### config.mk
export PLATFORM = sky130hd
export DESIGN_NAME = gf180mcu_fd_sc_mcu9t5v0__dffnq_bist
export DESIGN_NICKNAME = d
export VERILOG_FILES = /design/src/rtl/gf180mcu_fd_sc_mcu9t5v0__bist_pkg.sv /design/src/rtl/gf180mcu_fd_sc_mcu9t5v0__bist_lfsr16.sv /design/src/rtl/gf180mcu_fd_sc_mcu9t5v0__dffnq_bist.sv
export SDC_FILE = /design/constraint.sdc
export NUM_CORES = 1
export LEC_CHECK = 0
export ABC_AREA = 1
export CAP_MARGIN = 0
export CORE_ASPECT_RATIO = 1.25
export CORE_MARGIN = 5
export CORE_UTILIZATION = 35
export CTS_CLUSTER_DIAMETER = 80
export DETAILED_ROUTE_END_ITERATION = 10
export GPL_ROUTABILITY_DRIVEN = 1
export GPL_TIMING_DRIVEN = 0
export SLEW_MARGIN = 20
export SYNTH_ARGS = -nofsm -noshare
export SYNTH_HDL_FRONTEND = slang
export SYNTH_SLANG_ARGS = --single-unit
### constraint.sdc
create_clock -name CLKN -period 1.9 [get_ports CLKN]
set_input_delay 0.38 -clock CLKN [delete_from_list [all_inputs] [get_ports CLKN]]
set_output_delay 0.38 -clock CLKN [all_outputs]
set_load 0.05 [all_outputs]
### src/rtl/gf180mcu_fd_sc_mcu9t5v0__bist_pkg.sv
// Shared definitions for the falling-edge flop BIST wrapper: FSM state
// encoding, LFSR polynomial, default seed and the supported latency range.
package gf180mcu_fd_sc_mcu9t5v0__bist_pkg;

  // Run sequencing states; ST_ prefix keeps them clear of the DONE port name.
  typedef enum logic [1:0] {
    ST_IDLE  = 2'd0,
    ST_RUN   = 2'd1,
    ST_DRAIN = 2'd2,
    ST_DONE  = 2'd3
  } bist_state_e;

  // Fibonacci taps for x^16+x^14+x^13+x^11+1 in a right-shifting register:
  // stages 16,14,13,11 map onto bits 0,2,3,5.
  localparam logic [15:0] LFSR_TAPS    = 16'h002D;
  localparam logic [15:0] DEFAULT_SEED = 16'hACE1;

  // Launch-to-compare latency bounds (2 = DUT wired directly).
  localparam int MIN_LAT = 2;
  localparam int MAX_LAT = 8;

  // One LFSR step: feedback enters at the top, output bit leaves at bit 0.
  function automatic logic [15:0] lfsr_next(input logic [15:0] cur);
    return {^(cur & LFSR_TAPS), cur[15:1]};
  endfunction

endpackage

### src/rtl/gf180mcu_fd_sc_mcu9t5v0__bist_lfsr16.sv
// 16-bit Fibonacci LFSR pattern source. Updates on the falling clock edge,
// like the flop under test. rst/load reload the seed; enable advances one step.
module gf180mcu_fd_sc_mcu9t5v0__bist_lfsr16
  import gf180mcu_fd_sc_mcu9t5v0__bist_pkg::*;
(
  input  logic        clk,
  input  logic        rst,
  input  logic        load,
  input  logic        enable,
  input  logic [15:0] seed,
  output logic [15:0] state
);

  // Reload has priority over stepping so a run always starts from the seed.
  always_ff @(negedge clk) begin
    if (rst || load) begin
      state <= seed;
    end else if (enable) begin
      state <= lfsr_next(state);
    end
  end

endmodule

### src/rtl/gf180mcu_fd_sc_mcu9t5v0__dffnq_bist.sv
// Stimulus/response BIST around a falling-edge D flop cell.
// An LFSR drives D_DUT. Q_DUT is compared against a LAT-deep delayed copy of
// the launched bits, and the wrapper reports a saturating error count and a
// verdict. All state changes on negedge CLKN. RST is synchronous and
// active-high.
// Optional first-error logging: define GF180MCU_FD_SC_MCU9T5V0_BIST_ERRLOG_EN
// to add the FIRST_ERR and ERRSEEN outputs.
//
// Handshake: there is no valid/ready pair. START is a level that is sampled
// only in IDLE or DONE. BUSY and DONE are registered and never high together.
// PASS is meaningful only while DONE is high and is 0 at all other times.
module gf180mcu_fd_sc_mcu9t5v0__dffnq_bist
  import gf180mcu_fd_sc_mcu9t5v0__bist_pkg::*;
#(
  parameter int          NPAT = 256,
  parameter logic [15:0] SEED = 16'hACE1,
  parameter int          LAT  = 2,
  parameter int          ERRW = 8
) (
  input  logic            CLKN,
  input  logic            RST,
  input  logic            START,
  input  logic            Q_DUT,
  output logic            D_DUT,
  output logic            BUSY,
  output logic            DONE,
  output logic            PASS,
  output logic [ERRW-1:0] ERRCNT,
`ifdef GF180MCU_FD_SC_MCU9T5V0_BIST_ERRLOG_EN
  output logic [15:0]     FIRST_ERR,
  output logic [0:0]      ERRSEEN,
`endif
  output logic [1:0]      STATE_DBG
);

  // An all-zero seed would lock the LFSR, so it falls back to the default.
  localparam logic [15:0] SEED_EFF = (SEED == 16'h0000) ? DEFAULT_SEED : SEED;
  // Out-of-range latency and pattern counts are clamped to the legal range.
  localparam int LAT_C  = (LAT < MIN_LAT) ? MIN_LAT : ((LAT > MAX_LAT) ? MAX_LAT : LAT);
  localparam int NPAT_C = (NPAT < 1) ? 1 : ((NPAT > 65535) ? 65535 : NPAT);
  localparam logic [15:0]     NPAT_LAST  = 16'(NPAT_C - 1);
  localparam logic [3:0]      DRAIN_LAST = 4'(LAT_C - 1);
  localparam logic [ERRW-1:0] ERR_MAX    = {ERRW{1'b1}};

  bist_state_e      state;
  logic [15:0]      lfsr_q;
  logic [15:0]      pat_cnt;
  logic [3:0]       drn_cnt;
  logic [LAT_C-1:0] exp_pipe;
  logic [LAT_C-1:0] vld_pipe;

  logic             start_run;
  logic             launch;
  logic             lfsr_dead;
  logic             tail_vld;
  logic             tail_miss;
  logic [ERRW-1:0]  errcnt_nxt;

  // Pattern source. It reloads at run start. It also reloads if it ever reads
  // all-zero, which guards against a corrupted register.
  gf180mcu_fd_sc_mcu9t5v0__bist_lfsr16 u_lfsr (
    .clk    (CLKN),
    .rst    (RST),
    .load   (start_run || lfsr_dead),
    .enable (launch),
    .seed   (SEED_EFF),
    .state  (lfsr_q)
  );

  // Run control, tail comparison and saturating error increment.
  always_comb begin
    start_run  = 1'b0;
    launch     = 1'b0;
    lfsr_dead  = 1'b0;
    tail_vld   = 1'b0;
    tail_miss  = 1'b0;
    errcnt_nxt = ERRCNT;
    start_run  = ((state == ST_IDLE) || (state == ST_DONE)) && START;
    launch     = (state == ST_RUN);
    lfsr_dead  = (lfsr_q == 16'h0000);
    tail_vld   = vld_pipe[LAT_C-1];
    // A case-inequality compare makes an X or Z on Q_DUT count as a miss.
    tail_miss  = tail_vld && (Q_DUT !== exp_pipe[LAT_C-1]);
    if (tail_miss && (ERRCNT != ERR_MAX)) begin
      errcnt_nxt = ERRCNT + ERRW'(1);
    end
  end

  // FSM with registered outputs, plus the expected/valid pipes.
  // A bit launched at edge n reaches the pipe tail in time for the compare at
  // edge n+LAT. This edge is the one at which an ideal DUT's Q is sampled
  // LAT-1 edges after capture.
  always_ff @(negedge CLKN) begin
    if (RST) begin
      state    <= ST_IDLE;
      D_DUT    <= 1'b0;
      BUSY     <= 1'b0;
      DONE     <= 1'b0;
      PASS     <= 1'b0;
      ERRCNT   <= '0;
      pat_cnt  <= '0;
      drn_cnt  <= '0;
      exp_pipe <= '0;
      vld_pipe <= '0;
    end else begin
      exp_pipe <= {exp_pipe[LAT_C-2:0], lfsr_q[0]};
      vld_pipe <= {vld_pipe[LAT_C-2:0], launch};
      ERRCNT   <= errcnt_nxt;
      case (state)
        ST_IDLE, ST_DONE: begin
          if (start_run) begin
            state    <= ST_RUN;
            BUSY     <= 1'b1;
            DONE     <= 1'b0;
            PASS     <= 1'b0;
            ERRCNT   <= '0;
            pat_cnt  <= '0;
            drn_cnt  <= '0;
            exp_pipe <= '0;
            vld_pipe <= '0;
          end
        end
        ST_RUN: begin
          D_DUT   <= lfsr_q[0];
          pat_cnt <= pat_cnt + 16'd1;
          if (pat_cnt == NPAT_LAST) begin
            state   <= ST_DRAIN;
            drn_cnt <= '0;
          end
        end
        ST_DRAIN: begin
          // D_DUT holds its last launched value while the pipe empties.
          if (drn_cnt == DRAIN_LAST) begin
            state <= ST_DONE;
            BUSY  <= 1'b0;
            DONE  <= 1'b1;
            // The final compare lands on this edge, so it uses the next count.
            PASS  <= (errcnt_nxt == '0);
          end else begin
            drn_cnt <= drn_cnt + 4'd1;
          end
        end
        default: begin
          state <= ST_IDLE;
        end
      endcase
    end
  end

  assign STATE_DBG = state;

`ifdef GF180MCU_FD_SC_MCU9T5V0_BIST_ERRLOG_EN
  logic [15:0] cmp_idx;

  // Index of the compared pattern; the first miss in a run is latched.
  always_ff @(negedge CLKN) begin
    if (RST || start_run) begin
      cmp_idx   <= '0;
      FIRST_ERR <= '0;
      ERRSEEN   <= 1'b0;
    end else if (tail_vld) begin
      cmp_idx <= cmp_idx + 16'd1;
      if (tail_miss && !ERRSEEN[0]) begin
        FIRST_ERR <= cmp_idx;
        ERRSEEN   <= 1'b1;
      end
    end
  end
`endif

endmodule

==> results.py, run 1 <==
metrics = {
    "sta": {
        "drv_slew": 0,
        "fin_ws_ps": -302.0,
        "worst_pin_slew_ps": 518.2,
        "relSlewSlack": 0.6513,
        "hold_viol_final": 0,
        "tns_ps": -5052,
        "fin_skew_ps": 17.61,
        "worst_hold_slack_ps": 402.9,
        "setup_viol": 33,
        "rsz0062_at_grt": "true",
    },
    "layout": {
        "drive_gt1_frac": 0.2756,
        "areaGrowthSynthToFinish_pct": 47.43,
        "diodes": 0,
        "final_area_um2": 3877,
        "fin_nets": 491,
        "fill_cells": 701,
        "layout.cells.most_common_list": "inv_1 (95), nand2_1 (83), dfxtp_1 (40)",
        "finish.utilization": 0.5270,
        "final_common_cell": "inv_1",
    },
    "clock_tree": {
        "cts_max_level": 2,
        "cts_root_buf": "clkbuf_8",
        "cts_tree": "yes",
        "hold_buffers": 0,
        "clock_path_buffers": 2,
        "cts_sinks": 54,
        "numCtsBuffers": 5,
        "clkSlewWorstSetupHoldPaths_ps": 40,
        "insertion_delay_ps": 370,
    },
    "synthesis": {
        "synth_seq_cells": 54,
        "synth-warning-count": 0,
        "synth.distinct_cells": 33,
        "synthCells": 367,
        "synth_area_um2": 2630,
        "postSynthAreaPerCell_um2": 7.166,
        "mappedNetlistNets": 379,
        "seq_area_frac_synth": 0.4110,
    },
    "floorplan": {
        "row_count": 35,
        "initial_core_util": 0.3575,
        "coreArea_um2": 7357,
        "pin_count": 18,
        "die_area_um2": 9359,
        "die_x_um": 87.54,
        "die_h_um": 106.9,
    },
    "global_route": {
        "grt_pass1_vias": 2720,
        "grt-ovfl-total": 0,
        "grt_pass1_wl_um": 11140,
        "grt.total_usage": 0.1453,
        "antenna_found_initial": 0,
        "grt_max_degree": 16,
    },
    "critical_path": {
        "critPathLaunchType": "flop",
        "end_kind": "primary output",
        "cp_slowest_cell": "dfxtp_4",
        "path_buf_inv": 1,
        "slowest_delay_ps": 360,
        "worstPathRequired_ps": 1520,
        "arrival_ps": 1820,
        "cp_max_fo": 3,
        "critical_path_class": "flop to primary output",
        "crit_family": "flip-flops",
        "cp_cell_sequence": "buf_8",
    },
    "pwr": {
        "powerDensity_nw_per_um2": 1073,
        "ir_worst_vdd_v": 0.0006660,
        "cellLeakagePower_uw": 0.001832,
    },
    "detailed_routing": {
        "first_pass_iters": 4,
        "routedWlPerCell_um": 11.40,
        "drc": 0,
        "drt_iter0_markers": 86,
        "dr_total_vias": 2680,
        "ant_nets": 0,
        "postRouteWirelength_um": 6507,
        "drt-vias-per-instance": 4.694,
    },
    "status": {
        "run_status": "finished, violations left",
        "violations": "negative setup slack",
    },
    "hold_path": {
        "min_path_type": "flop to flop",
    },
    "run": {
        "maxCapViolCount": 0,
    },
    "place": {
        "dpl_cell_area_um2": 3067,
        "io_buffers": 16,
        "dp_hpwl_um": 4156,
        "gp_congestion": 0.8556,
    },
}
==> per-stage QoR <==
| stage | cells | setup slack, ps | power (uW) |
|---|---|---|---|
| 6_report | 571 | -302.0 | 4162 |
| 3_5_place_dp | 475 | -1184 | 2829 |
| 3_3_place_gp | 475 | -1159 | 2819 |
| 4_1_cts | 559 | -324.5 | 4084 |
| 2_1_floorplan | 367 | -279.2 | 2533 |
| 5_1_grt | 571 | -351.0 | 4547 |
==> final timing paths <==
check,startpoint,endpoint,slack (ps),cells past startpoint
max reg2reg,STATE_DBG[0],pat_cnt[9],60,10
min,vld_pipe[0],vld_pipe[1],400,2
max,ERRCNT[0],ERRCNT[0],-300,1
min reg2reg,vld_pipe[0],vld_pipe[1],400,2
==> Yosys cell counts <==
cell type / n / share of area
clkbuf_1: 4 / 0.0057
buf_2: 2 / 0.0038
or2_2: 1 / 0.0024
a21oi_1: 26 / 0.049
nor3_1: 6 / 0.011
o21ai_1: 2 / 0.0038
buf_4: 1 / 0.0029
xnor2_1: 2 / 0.0067
inv_2: 3 / 0.0043
nor2_2: 1 / 0.0024
nand3_2: 1 / 0.0038
nor2_1: 44 / 0.063
dfxtp_1: 54 / 0.41
nand4_2: 1 / 0.0048
inv_1: 43 / 0.061
xor2_1: 9 / 0.030
nand2_1: 95 / 0.14
a211oi_1: 1 / 0.0029
nor2_4: 4 / 0.017
nand3_1: 26 / 0.049
o21ai_2: 2 / 0.0067
o211ai_1: 1 / 0.0029
a31oi_2: 1 / 0.0048
nand2_2: 4 / 0.0095
nor3b_1: 3 / 0.0086
nor3b_2: 1 / 0.0048
nor3_2: 2 / 0.0076
ha_1: 8 / 0.038
nor4_1: 4 / 0.0095
o21ai_0: 5 / 0.0095
nand4_1: 7 / 0.017
nand2_4: 1 / 0.0043
nand3b_1: 2 / 0.0057
==> cell families (layout without fill, tap and decap cells) <==
family | Yosys count | count (layout) | synth area share
simple gates | 203 | 204 | 0.3563
compound gates | 38 | 38 | 0.07992
xor+xnor | 11 | 11 | 0.03663
buf+inv | 53 | 164 | 0.07802
flops | 54 | 54 | 0.4110
fa+ha+maj | 8 | 8 | 0.03806
==> sequential cells by signal (all words and copies together), names as in the netlist <==
register	cells
exp_pipe	2
STATE_DBG	2
BUSY	1
PASS	1
pat_cnt	16
ERRCNT	8
DONE	1
drn_cnt	4
u_lfsr.state	16
D_DUT	1
vld_pipe	2
==> layer usage <==
| metal | part of all wire | vias to the layer above | GRT usage |
|---|---|---|---|
| li1 | - | 1394 | - |
| met1 | 0.41 | 1234 | 0.1491 |
| met2 | 0.53 | 41 | 0.2538 |
| met3 | 0.036 | 11 | 0.05227 |
| met4 | 0.016 | 0 | 0.07456 |
| met5 | 0 | - | 0 |
==> what timing repair did <==
action,4_1_cts,5_1_grt
buffers inserted,24,12
resized for setup,150,20
endpoints found under the setup margin,66,32
pin swaps,18,25
cloned,1,0
==> final cells by class <==
class	count	area, um2	area share
multi-input combinational	261	1579	0.4072
inverter	45	191.4	0.04937
tap	92	115.1	0.02969
buffer	7	58.81	0.01517
sequential	54	1121	0.2891
timing repair buffer	51	528.0	0.1362
clock buffer	5	68.82	0.01775
clock inverter	56	215.2	0.05550
==> power breakdown <==
part	internal [uW]	switching, uW	total [uW]
Sequential	1300	136	1440
Clock	399	647	1050
Combinational	707	969	1680
==> worst reg2reg max path: stages (launching register included) <==
cell     delay [ps]
dfxtp_4         350
buf_4           140
inv_1           110
ha_4            280
o21ai_4         250
buf_6           140
buf_6           100
nor3_4           30
buf_4           140
a21oi_2         120
nor3_2           50
No activity file was read; power rests on OpenSTA's default activity.
==> run 2, diff against run 1 <==
--- a/config.mk
+++ b/config.mk
@@ -7,7 +7,6 @@
 export LEC_CHECK = 0
 export ABC_AREA = 1
 export CAP_MARGIN = 0
-export CORE_ASPECT_RATIO = 1.25
 export CORE_MARGIN = 5
 export CORE_UTILIZATION = 35
 export CTS_CLUSTER_DIAMETER = 80
==> run 2 against run 1 <==
Effect of this change:
- the run still ends with negative setup slack left
- cell area is 0.61% lower
- count of clock-buffer cells in the layout stayed put
- total power is 0.39% lower
- combinational power is 3% lower
- sequential share of layout area is 0.18 points higher
- critical path depth stayed put
- setup slack better by 8.0 ps
- critical endpoint is now D_DUT
==> results.py, run 2 (synthesis results as in run 1) <==
metrics = {
    "global_route": {
        "grt_max_degree": 17,
        "grt_pass1_vias": 2725,
        "grt.total_usage": 0.1372,
        "antenna_found_initial": 0,
        "grt_pass1_wl_um": 11200,
        "grt-ovfl-total": 0,
    },
    "hold_path": {
        "min_path_type": "flop to flop",
        "worstHoldPathCells": 2,
    },
    "floorplan": {
        "die_x_um": 96.69,
        "die_h_um": 96.69,
        "die_area_um2": 9348,
        "pin_count": 18,
        "initial_core_util": 0.3607,
        "coreArea_um2": 7292,
        "row_count": 31,
    },
    "sta": {
        "setup_viol": 39,
        "worst_pin_slew_ps": 504.4,
        "tns_ps": -5205,
        "drv_slew": 0,
        "hold_viol_final": 0,
        "rsz0062_at_grt": "true",
        "worst_hold_slack_ps": 408.3,
        "fin_skew_ps": 24.16,
        "fin_ws_ps": -294.0,
        "relSlewSlack": 0.6606,
    },
    "critical_path": {
        "cp_slowest_cell": "dfxtp_2",
        "cp_max_fo": 2,
        "critPathLaunchType": "flop",
        "crit_cells": 1,
        "path_buf_inv": 1,
        "crit_family": "flip-flops",
        "end_kind": "primary output",
        "arrival_ps": 1810,
        "worstPathRequired_ps": 1520,
        "worstRegToRegCells": 10,
        "slowest_delay_ps": 340,
        "critical_path_class": "flop to primary output",
        "cp_cell_sequence": "buf_8",
        "r2r_slack_ps": 40,
    },
    "layout": {
        "finish.utilization": 0.5285,
        "areaGrowthSynthToFinish_pct": 46.53,
        "final_common_cell": "inv_1",
        "layout.cells.most_common_list": "inv_1 (93), nand2_1 (86), nor2_1 (42)",
        "top_regs": "pat_cnt (16), u_lfsr.state (16), ERRCNT (8)",
        "fill_cells": 733,
        "drive_gt1_frac": 0.2584,
        "fin_nets": 487,
        "diodes": 0,
        "final_area_um2": 3854,
    },
    "status": {
        "violations": "negative setup slack",
        "run_status": "finished, violations left",
    },
    "clock_tree": {
        "numCtsBuffers": 5,
        "clkSlewWorstSetupHoldPaths_ps": 40,
        "clock_path_buffers": 2,
        "cts_max_level": 2,
        "cts_root_buf": "clkbuf_8",
        "cts_sinks": 54,
        "insertion_delay_ps": 380,
        "cts_tree": "yes",
    },
    "place": {
        "dp_hpwl_um": 4091,
        "gp_congestion": 0.8054,
        "io_buffers": 16,
        "dpl_cell_area_um2": 3075,
    },
    "pwr": {
        "ir_worst_vdd_v": 0.0006834,
        "powerDensity_nw_per_um2": 1076,
        "cellLeakagePower_uw": 0.001811,
    },
    "run": {
        "maxCapViolCount": 0,
    },
    "detailed_routing": {
        "postRouteWirelength_um": 6506,
        "ant_nets": 0,
        "routedWlPerCell_um": 11.31,
        "drc": 0,
        "dr_total_vias": 2704,
        "drt_iter0_markers": 86,
        "drt-vias-per-instance": 4.703,
        "first_pass_iters": 4,
    },
}
run 2: cell count changes in the layout (fill, tap and decap cells not counted), sizes merged:
cell,delta
buf,-3
clkbuf,-1
clkinvlp,+1
clkinv,-1
inv,+1
run 2: path summary, 6_finish.rpt:
| path | start | to |
|---|---|---|
| worst max-delay path | D_DUT | D_DUT |
| worst max register to register | STATE_DBG[1] | pat_cnt[14] |
| worst min register to register | vld_pipe[0] | vld_pipe[1] |
| worst min-delay path | vld_pipe[0] | vld_pipe[1] |
run 2: timing repair:
action	CTS	global route
hold buffers	0	0
endpoints found under the hold margin	0	0
gates resized for setup	147	22
buffers inserted	20	12
pin swaps	9	17
cloned	1	0
setup endpoints to repair	66	26
run 2: per-stage QoR:
stage                     setup WS, ps  total power (uW)  std cells
final                           -294.0              4146        575
after floorplan                 -279.2              2533        367
after detailed placement         -1211              2822        482
after global routing            -326.6              4513        575
after global placement           -1192              2812        482
after CTS                       -312.6              4023        564
run 2: area by class of cell:
| class | instances | area [um2] | share of cell area |
|---|---|---|---|
| buffer | 7 | 62.56 | 0.01623 |
| clock buffer | 5 | 68.82 | 0.01786 |
| clock inverter | 57 | 220.2 | 0.05714 |
| inverter | 45 | 193.9 | 0.05032 |
| multi-input combinational | 261 | 1558 | 0.4042 |
| sequential | 54 | 1121 | 0.2909 |
| tap | 99 | 123.9 | 0.03214 |
| timing repair buffer | 47 | 505.5 | 0.1312 |
run 2: per-layer routing:
metal	vias up	wire length, um	global-route usage
met5	-	0	0
met4	0	50	0.05940
met3	5	279	0.04964
met2	50	3208	0.2187
met1	1261	2967	0.1658
li1	1388	-	-
run 2: where the power goes:
group | leakage, uW | total (uW) | switching [uW] | internal, uW
Clock | 0.000333 | 1080 | 676 | 407
Sequential | 0.000447 | 1440 | 133 | 1300
Combinational | 0.00103 | 1630 | 961 | 666
Total | 0.00181 | 4150 | 1770 | 2380
